--- config.mk ---
export PLATFORM = sky130hd
export DESIGN_NAME = tt_dfd_onehot_monitor
export DESIGN_NICKNAME = d
export VERILOG_FILES = /design/src/rtl/tt_dfd_onehot_mon_pkg.sv /design/src/rtl/tt_dfd_onehot_lane_chk.sv /design/src/rtl/tt_dfd_onehot_monitor.sv
export SDC_FILE = /design/constraint.sdc
export NUM_CORES = 1
export LEC_CHECK = 0
export CORE_UTILIZATION = 40
export DETAILED_ROUTE_END_ITERATION = 12
export GPL_TIMING_DRIVEN = 0
export HOLD_SLACK_MARGIN = 0.15
export PLACE_DENSITY = 0.77
export SYNTH_ARGS = -nofsm -noshare
export SYNTH_HDL_FRONTEND = slang
export SYNTH_HIERARCHICAL = 1
export SYNTH_SLANG_ARGS = --single-unit
--- constraint.sdc ---
create_clock -name clk -period 4.5 [get_ports clk]
set_input_delay 0.9 -clock clk [delete_from_list [all_inputs] [get_ports clk]]
set_output_delay 0.9 -clock clk [all_outputs]
set_load 0.01 [all_outputs]
--- src/rtl/tt_dfd_onehot_mon_pkg.sv ---
// Shared types and helpers for the DFD one-hot monitor.
// Latency: n/a (package only).
// Backpressure: n/a.
package tt_dfd_onehot_mon_pkg;

  typedef enum logic {
    ONEHOT_STRICT     = 1'b0,
    ONEHOT_ALLOW_ZERO = 1'b1
  } onehot_mode_e;

  // Index width that never collapses to zero bits for a single lane.
  function automatic int clog2_min1(input int n);
    return (n <= 1) ? 1 : $clog2(n);
  endfunction

endpackage

--- src/rtl/tt_dfd_onehot_lane_chk.sv ---
// Per-lane one-hot checker: stage-1 sample regs plus combinational ok/bad.
// Latency: bad asserts one cycle after the sample is presented.
// Backpressure: none, accepts one sample per cycle.
module tt_dfd_onehot_lane_chk
  import tt_dfd_onehot_mon_pkg::*;
#(
  parameter int WIDTH = 8
) (
  input  logic             clk,
  input  logic             reset,
  input  logic             mon_en,
  input  logic             valid,
  input  logic [WIDTH-1:0] vec,
  input  onehot_mode_e     mode,
  output logic             bad,
  output logic [WIDTH-1:0] cap_vec
);

  logic             v_q;
  logic [WIDTH-1:0] vec_q;
  onehot_mode_e     mode_q;
  logic [WIDTH-1:0] vec_m1;
  logic             ok;

  // Stage-1 capture; vector and mode hold their last valid sample.
  always_ff @(posedge clk) begin
    if (reset) begin
      v_q    <= 1'b0;
      vec_q  <= '0;
      mode_q <= ONEHOT_STRICT;
    end else begin
      v_q <= mon_en & valid;
      if (valid) begin
        vec_q  <= vec;
        mode_q <= mode;
      end
    end
  end

  // Power-of-two test on the held vector, with optional zero allowance.
  always_comb begin
    vec_m1 = vec_q - WIDTH'(1);
    ok     = ((vec_q != '0) && ((vec_q & vec_m1) == '0)) ||
             ((mode_q == ONEHOT_ALLOW_ZERO) && (vec_q == '0));
    bad    = v_q & ~ok;
  end

  assign cap_vec = vec_q;

endmodule

--- src/rtl/tt_dfd_onehot_monitor.sv ---
// Multi-lane one-hot monitor with sticky status, saturating count and first-error capture.
// Latency: a sample presented at cycle t is reflected on all outputs at t+2.
// Backpressure: none, throughput one sample per lane per cycle.
module tt_dfd_onehot_monitor
  import tt_dfd_onehot_mon_pkg::*;
#(
  parameter  int WIDTH    = 8,
  parameter  int NUM_CH   = 4,
  parameter  int CNT_W    = 16,
  localparam int CH_IDX_W = clog2_min1(NUM_CH)
) (
  input  logic                    clk,
  input  logic                    reset,
  input  logic                    mon_en,
  input  logic [NUM_CH-1:0]       ch_valid,
  input  logic [NUM_CH*WIDTH-1:0] ch_vec,
  input  logic [NUM_CH-1:0]       ch_mode,
  input  logic                    clr,
  output logic [NUM_CH-1:0]       viol_pulse,
  output logic [NUM_CH-1:0]       viol_sticky,
  output logic [CNT_W-1:0]        viol_cnt,
  output logic                    first_vld,
  output logic [CH_IDX_W-1:0]     first_ch,
  output logic [WIDTH-1:0]        first_vec,
  output logic                    irq
);

  logic [NUM_CH-1:0] bad;
  logic [WIDTH-1:0]  lane_vec [NUM_CH];

  for (genvar i = 0; i < NUM_CH; i++) begin : g_lane
    tt_dfd_onehot_lane_chk #(.WIDTH(WIDTH)) u_chk (
      .clk     (clk),
      .reset   (reset),
      .mon_en  (mon_en),
      .valid   (ch_valid[i]),
      .vec     (ch_vec[i*WIDTH +: WIDTH]),
      .mode    (onehot_mode_e'(ch_mode[i])),
      .bad     (bad[i]),
      .cap_vec (lane_vec[i])
    );
  end

  logic [CNT_W:0]        pop;
  logic [CNT_W:0]        sum;
  logic [CNT_W-1:0]      cnt_nxt;
  logic [NUM_CH-1:0]     sticky_nxt;
  logic [CH_IDX_W-1:0]   idx;
  logic                  any_bad;
  logic                  cap_load;

  // Popcount, saturating add, lowest-index priority pick; clr wipes the base first.
  always_comb begin
    pop = '0;
    for (int i = 0; i < NUM_CH; i++) begin
      pop = pop + (CNT_W+1)'(bad[i]);
    end
    sum     = {1'b0, (clr ? {CNT_W{1'b0}} : viol_cnt)} + pop;
    cnt_nxt = sum[CNT_W] ? {CNT_W{1'b1}} : sum[CNT_W-1:0];

    idx = '0;
    for (int i = NUM_CH - 1; i >= 0; i--) begin
      if (bad[i]) idx = CH_IDX_W'(i);
    end

    any_bad    = |bad;
    sticky_nxt = (clr ? {NUM_CH{1'b0}} : viol_sticky) | bad;
    cap_load   = any_bad & (~first_vld | clr);
  end

  // Status registers: pulse, sticky, count, irq and first-error capture.
  always_ff @(posedge clk) begin
    if (reset) begin
      viol_pulse  <= '0;
      viol_sticky <= '0;
      viol_cnt    <= '0;
      irq         <= 1'b0;
      first_vld   <= 1'b0;
      first_ch    <= '0;
      first_vec   <= '0;
    end else begin
      viol_pulse  <= bad;
      viol_sticky <= sticky_nxt;
      viol_cnt    <= cnt_nxt;
      irq         <= |sticky_nxt;
      if (cap_load) begin
        first_vld <= 1'b1;
        first_ch  <= idx;
        first_vec <= lane_vec[idx];
      end else if (clr) begin
        first_vld <= 1'b0;
        first_ch  <= '0;
        first_vec <= '0;
      end
    end
  end

endmodule
# Word-level counts from Yosys, hierarchy flattened
# Cells that the tools add are included.
[totals] input_bits=44 word_cells=92 ff_bits=76 out_inout_bits=36
[op_classes] reduce_logical=27 add_sub_neg=8 mux=16 bitwise_logic=21 magnitude_cmp=1
[ops] cell="logical NOT 8 bit" count=8
[ops] cell="bitwise AND 8 bit" count=4
[ops] cell="2-to-1 mux 16 bit" count=2
[ops] cell="2-to-1 mux 8 bit" count=4
[ops] cell="nonzero test 8 bit" count=4
[ops] cell="subtractor 8 x 1 -> 8 bit (second input constant)" count=4
[ops] cell="adder 16 x 4 -> 17 bit" count=1
[ops] cell="binary-select mux 8 bit (select 2 bit)" count=1
[ops] cell="2-to-1 mux 2 bit" count=6
[ops] cell="bitwise AND 1 bit" count=9
[ops] cell="logical AND 1 bit" count=8
[ops] cell="OR reduction 4 bit" count=2
[ops] cell="NOT 1 bit" count=5
[ops] cell="adder 3 x 1 -> 4 bit" count=1
[ops] cell="logical OR 1 bit" count=4
[ops] cell="2-to-1 mux 4 bit" count=1
[ops] cell="bitwise OR 4 bit" count=1
[ops] cell="adder 2 x 1 -> 3 bit" count=1
[ops] cell=">= comparator 3 bit (second input constant)" count=1
[ops] cell="NOT 2 -> 3 bit" count=1
[ops] cell="adder 1 x 1 -> 2 bit" count=1
[ops] cell="2-to-1 mux 1 bit" count=2
[ops] cell="nonzero test 2 bit" count=1
[ops] cell="bitwise OR 1 bit" count=1

# Logic depth before layout (Yosys ltp)
[depth] word_depth=16 depth_mapped=12 ltp_nobuf=12

# Cells and area by module
# The synthesis kept the hierarchy.
[by_module_without_submodules] module="tt_dfd_onehot_lane_chk" n_inst=4 cells_each=50 area_per_inst_um2=447.9 seq_area_each_um2=200.2
[by_module_without_submodules] module="tt_dfd_onehot_monitor" n_inst=1 cells_each=197 area_per_inst_um2=1770.4 seq_area_each_um2=720.7

# Worst setup path after synthesis
# No wires, ideal clock.
[synth_timing] kind="register to register" from="register g_lane[0].u_chk.vec_q[5]" to="register viol_cnt[12]" stages_incl_launch_ff=13 t_arrival_ns=3.685 n_path_buf=0 synth_period_minus_slack_ns=3.813 setup_ns=0.128 t_required_ns=4.372 slack_ns=0.687 path_cell_list="dfxtp_1 > nor3_2 > nand3_1 > a2111oi_1 > nor3_1 > fa_1 > inv_1 > fa_1 > fa_1 > or3b_4 > nor4_4 > mux2i_1 > nor2_1"
[synth_via] elab_chain_len=12 word_cells_on_any_way=15 cone_classes="add/sub (5); mux (1); bitwise (3); reduce/logical (6)"
[synth_lines] element="from (decl)" line="tt_dfd_onehot_lane_chk.sv:20" rtl="logic [WIDTH-1:0] vec_q;"
[synth_lines] element="from (signal assigned)" line="tt_dfd_onehot_lane_chk.sv:34" rtl="vec_q <= vec;"
[synth_lines] element="subtractor 8 x 1 -> 8 bit" line="tt_dfd_onehot_lane_chk.sv:42" rtl="vec_m1 = vec_q - WIDTH'(1);"
[synth_lines] element="bitwise AND 8 bit" line="tt_dfd_onehot_lane_chk.sv:43" rtl="ok = ((vec_q != '0) && ((vec_q & vec_m1) == '0)) ||"
[synth_lines] element="logical NOT 8 bit" line="tt_dfd_onehot_lane_chk.sv:43"
[synth_lines] element="logical AND 1 bit" line="tt_dfd_onehot_lane_chk.sv:43"
[synth_lines] element="logical OR 1 bit (*)" line="tt_dfd_onehot_lane_chk.sv:43"
[synth_lines] element="NOT 1 bit (*)" line="tt_dfd_onehot_lane_chk.sv:45" rtl="bad = v_q & ~ok;"
[synth_lines] element="bitwise AND 1 bit (*)" line="tt_dfd_onehot_lane_chk.sv:45"
[synth_lines] element="via bad[0]" line="tt_dfd_onehot_monitor.sv:28" rtl="logic [NUM_CH-1:0] bad;"
[synth_lines] element="adder 1 x 1 -> 2 bit (*)" line="tt_dfd_onehot_monitor.sv:56" rtl="pop = pop + (CNT_W+1)'(bad[i]);"
[synth_lines] element="adder 2 x 1 -> 3 bit (*)" line="tt_dfd_onehot_monitor.sv:56"
[synth_lines] element="adder 3 x 1 -> 4 bit (*)" line="tt_dfd_onehot_monitor.sv:56"
[synth_lines] element="adder 16 x 4 -> 17 bit (*)" line="tt_dfd_onehot_monitor.sv:58" rtl="sum = {1'b0, (clr ? {CNT_W{1'b0}} : viol_cnt)} + pop;"
[synth_lines] element="2-to-1 mux 16 bit (*)" line="tt_dfd_onehot_monitor.sv:59" rtl="cnt_nxt = sum[CNT_W] ? {CNT_W{1'b1}} : sum[CNT_W-1:0];"
[synth_lines] element="to (signal assigned)" line="tt_dfd_onehot_monitor.sv:84" rtl="viol_cnt <= cnt_nxt;"
[synth_lines] element="to (decl)" line="tt_dfd_onehot_monitor.sv:21" rtl="output logic [CNT_W-1:0] viol_cnt,"
# The timed path passes the listed nets; every way through them passes the cells marked *.
# A chain may end at the register's enable or synchronous reset.

# Worst setup path after layout
[layout_timing] from="register g_lane[0].u_chk.vec_q[5]" to="register viol_cnt[11]"
# Same word-level chain as after synthesis.

==> impl_metrics.csv <==
group,metric,value,unit
status,status,"complete, no violations",
die,die_h,96.4,microns
timing,holdWs,0.499,ns
timing,finalSetupViolations,0,
global_route,grt_overflow,0,
placed_design,dpl.cell_count,580,
synth,syn-num-nets,446,
die,die-area,9290,sq um
synth,ys_ff_latch,76,
synth,synthFlopType,"dfxtp_1",
cts,cts_resized,0,
worst_hold_path,min_from,"g_lane[1].u_chk/mode_q$_SDFFE_PP0P_",
synth,yosysWarnings,6,
cells_and_area,design_area,4700,sq um
job,drv_cap,0,
worst_hold_path,holdPathStages,2,
worst_hold_path,hold_end,"g_lane[1].u_chk/mode_q$_SDFFE_PP0P_",
placed_design,dp_hpwl,6520,microns
timing,finalHoldViolations,0,
cells_and_area,final_nets,532,
cells_and_area,multi_input_area,1970,sq um
cts,post_cts_buffers,0,
cells_and_area,seq_area,1520,sq um
cells_and_area,syn_to_final_growth,31.9,%
timing,setup_tns,0,ns
global_route,grt_pass1_wl,14100,microns
die,rows,34,
cells_and_area,fin_cells,595,
worst_setup_path,startpoint_type,"flip-flop",
pwr,p_leak,1.77,nW
worst_hold_path,hold_path_class,"flip-flop to flip-flop",
synth,seq_area_frac_synth,42.7,%
die,die_x,96.4,microns
cells_and_area,drive_above_1_share,7.60,%
worst_setup_path,crit_type,"flip-flop to flip-flop",
timing,min_period_over_period,92.0,%
synth,syn_area,3560,sq um
synth,synth_edf_count,0,
cts,cts.clk_slew.worst_paths,0.08,ns
timing,slew_viol_final,0,
global_route,grt_max_degree,13,
cells_and_area,post-route-util,54.1,%
timing,fin_crit,4.14,ns
worst_setup_path,required,4.77,ns
cells_and_area,diodes,0,
worst_setup_path,r2r_slack,0.36,ns
pwr,vdd_drop_max,0.000220,V
worst_setup_path,end_kind,"flip-flop",
timing,fmaxAchievable,0.241,GHz
cts,tritoncts,"done",
cts,cts_buffers,9,
die,io-pin-count,80,
route,wl_per_cell,14.6,microns
placed_design,place_area,4450,sq um
worst_setup_path,crit_start,"g_lane[0].u_chk/cap_vec[5]$_SDFFE_PP0P_",
synth,netlist_instances,397,
route,antenna_left,0,
die,start_util,41.0,%
route,finalWirelength,8660,microns
route,drtIter0Drc,214,
placed_design,gp_congestion,0.836,
route,via_per_inst,5.46,
cts,cts_hold_buf,0,
timing,finalClockSkew,0.00966,ns
worst_setup_path,reg2reg_depth,12,
cts,clk_latency,0.35,ns
global_route,antenna_found_initial,0,
worst_setup_path,r2r-start,"g_lane[0].u_chk/cap_vec[5]$_SDFFE_PP0P_",
global_route,grt_usage,19.7,%
timing,rsz0062_at_grt,"no",
pwr,p_per_area,338,nW/um^2
cts,cts-root-buf,"clkbuf_8",
timing,worst_pin_slew,0.642,ns
route,drtPass1Iterations,4,
synth,ys_types,47,
cts,cts_num_sinks,76,
worst_setup_path,reg2reg_to,"viol_cnt[11]$_SDFF_PP0_",
cells_and_area,fillerInstances,797,
timing,relSlewSlack,57.0,%
worst_setup_path,worst-path-max-fanout,8,
synth,avgSynthCellArea,8.97,sq um
route,drc,0,
cts,cts_buffer_depth,2,
die,coreArea,8680,sq um
cts,htree_num_levels,3,
worst_setup_path,worst_ep_arrival_time,4.41,ns
placed_design,port_buffers,75,
route,num_vias,3247,
global_route,grt_pass1_vias,3021,
synth,synthArstFlopShare,0,%
==> metal layers <==
metal,vias to the layer above,track usage (%),wire [microns]
met1,1527,24.3,3790
met3,11,5.63,586
met5,-,0,0
met4,0,5.02,89
li1,1614,-,-
met2,95,33.6,4200
==> registers in the layout, indices dropped and copies added (netlist names) <==
name,cells
first_ch,2
first_vec,8
first_vld,1
g_lane.u_chk/cap_vec,32
g_lane.u_chk/mode_q,4
g_lane.u_chk/v_q,4
irq,1
viol_cnt,16
viol_pulse,4
viol_sticky,4
==> kinds of logic after synthesis <==
kind of cell             Yosys count  share of synthesized area (%)
XOR/XNOR                          14                           3.44
multiplexers                      37                           10.4
buffers and inverters             24                           2.70
flip-flops                        76                           42.7
AND/OR/NAND/NOR                  156                           22.2
AO/OA/AOI/OAI                     85                           16.2
adder cells (fa/ha/maj)            5                           2.39
==> area by class of cell <==
| class | count | share of cell area (%) |
|---|---|---|
| Tap cell | 108 | 2.88 |
| Multi-Input combinational cell | 297 | 41.9 |
| Inverter | 8 | 0.639 |
| Clock inverter | 4 | 1.54 |
| Buffer | 16 | 1.44 |
| Sequential cell | 76 | 32.4 |
| Timing Repair Buffer | 75 | 16.0 |
| Clock buffer | 11 | 3.22 |
==> per-stage QoR <==
stage                     power (mW)  setup WS (ns)
final                           1.59          0.358
after global routing            1.65         0.0806
after CTS                       1.59          0.141
after detailed placement        1.01         0.0731
after global placement          1.00          0.144
after floorplan                0.899          0.687
==> Yosys cell counts, types with 2 or more instances <==
cell / number / share of area [%]
a311oi_1: 8 / 2.0
nand3b_1: 6 / 1.3
nor3b_1: 4 / 0.84
xnor2_1: 5 / 1.2
fa_1: 3 / 1.7
a2111oi_1: 4 / 1.1
ha_1: 2 / 0.70
a21oi_1: 24 / 3.4
buf_2: 5 / 0.70
dfxtp_1: 76 / 43
o21ai_0: 15 / 2.1
nor2_1: 65 / 6.8
nor3_1: 6 / 0.84
inv_1: 7 / 0.74
or4_1: 5 / 1.1
and2b_1: 3 / 0.63
nor2b_1: 3 / 0.53
nand4_1: 7 / 1.2
a22oi_1: 8 / 1.7
nand3_1: 18 / 2.5
and4_1: 2 / 0.49
a22o_1: 8 / 2.0
nor3_2: 4 / 1.1
a31oi_1: 2 / 0.35
clkbuf_1: 10 / 1.1
xor2_1: 9 / 2.2
o211ai_1: 9 / 1.9
mux2i_1: 37 / 10
nand2_1: 24 / 2.5
==> report_power, final <==
group / total [mW] / internal, mW / leakage, nW / switching (mW)
logic: 0.252 / 0.129 / 1.04 / 0.123
registers: 0.750 / 0.710 / 0.622 / 0.0397
clock network: 0.589 / 0.339 / 0.111 / 0.250
==> critical path, stage by stage (launching register included) <==
cell and delay (ns):
dfxtp_1 0.36, nor3_2 0.29, nand3_1 0.18, a2111oi_2 0.43
nor3_2 0.16, fa_1 0.55, inv_1 0.05, fa_1 0.43
fa_1 0.45, or3b_4 0.44, nor4_4 0.29, nand3b_1 0.28
o21ai_0 0.15
==> how the worst max path moves through the flow <==
stage                               to  slack, ns  depth (start not counted)
2_1_floorplan  viol_cnt[12]$_SDFF_PP0_       0.69                         12
3_3_place_gp    viol_cnt[5]$_SDFF_PP0_       0.14                         10
5_1_grt         viol_cnt[8]$_SDFF_PP0_       0.08                         12
6_report       viol_cnt[11]$_SDFF_PP0_       0.36                         12
3_5_place_dp    viol_cnt[8]$_SDFF_PP0_       0.07                         10
4_1_cts        viol_cnt[11]$_SDFF_PP0_       0.14                         12
==> layout by cell type (no fill, tap or decap), types with 2 or more instances in the layout <==
cell             instances
dfxtp_1                 76
clkdlybuf4s50_1         75
nor2_1                  65
mux2i_1                 37
nand2_1                 24
a21oi_1                 24
nand3_1                 18
o21ai_0                 15
clkbuf_8                11
clkbuf_1                 9
o211ai_1                 9
xor2_1                   9
a22oi_1                  8
a22o_1                   8
a311oi_1                 8
inv_1                    7
nand4_1                  7
nor3_2                   7
nand3b_1                 6
buf_2                    5
or4_1                    5
xnor2_1                  5
nor3b_1                  4
and2b_1                  3
nor2b_1                  3
nor3_1                   3
fa_1                     3
and4_1                   2
a31oi_1                  2
ha_1                     2
bufinv_16                2
a2111oi_2                2
a2111oi_1                2
Power figures use the tool's default switching activity.
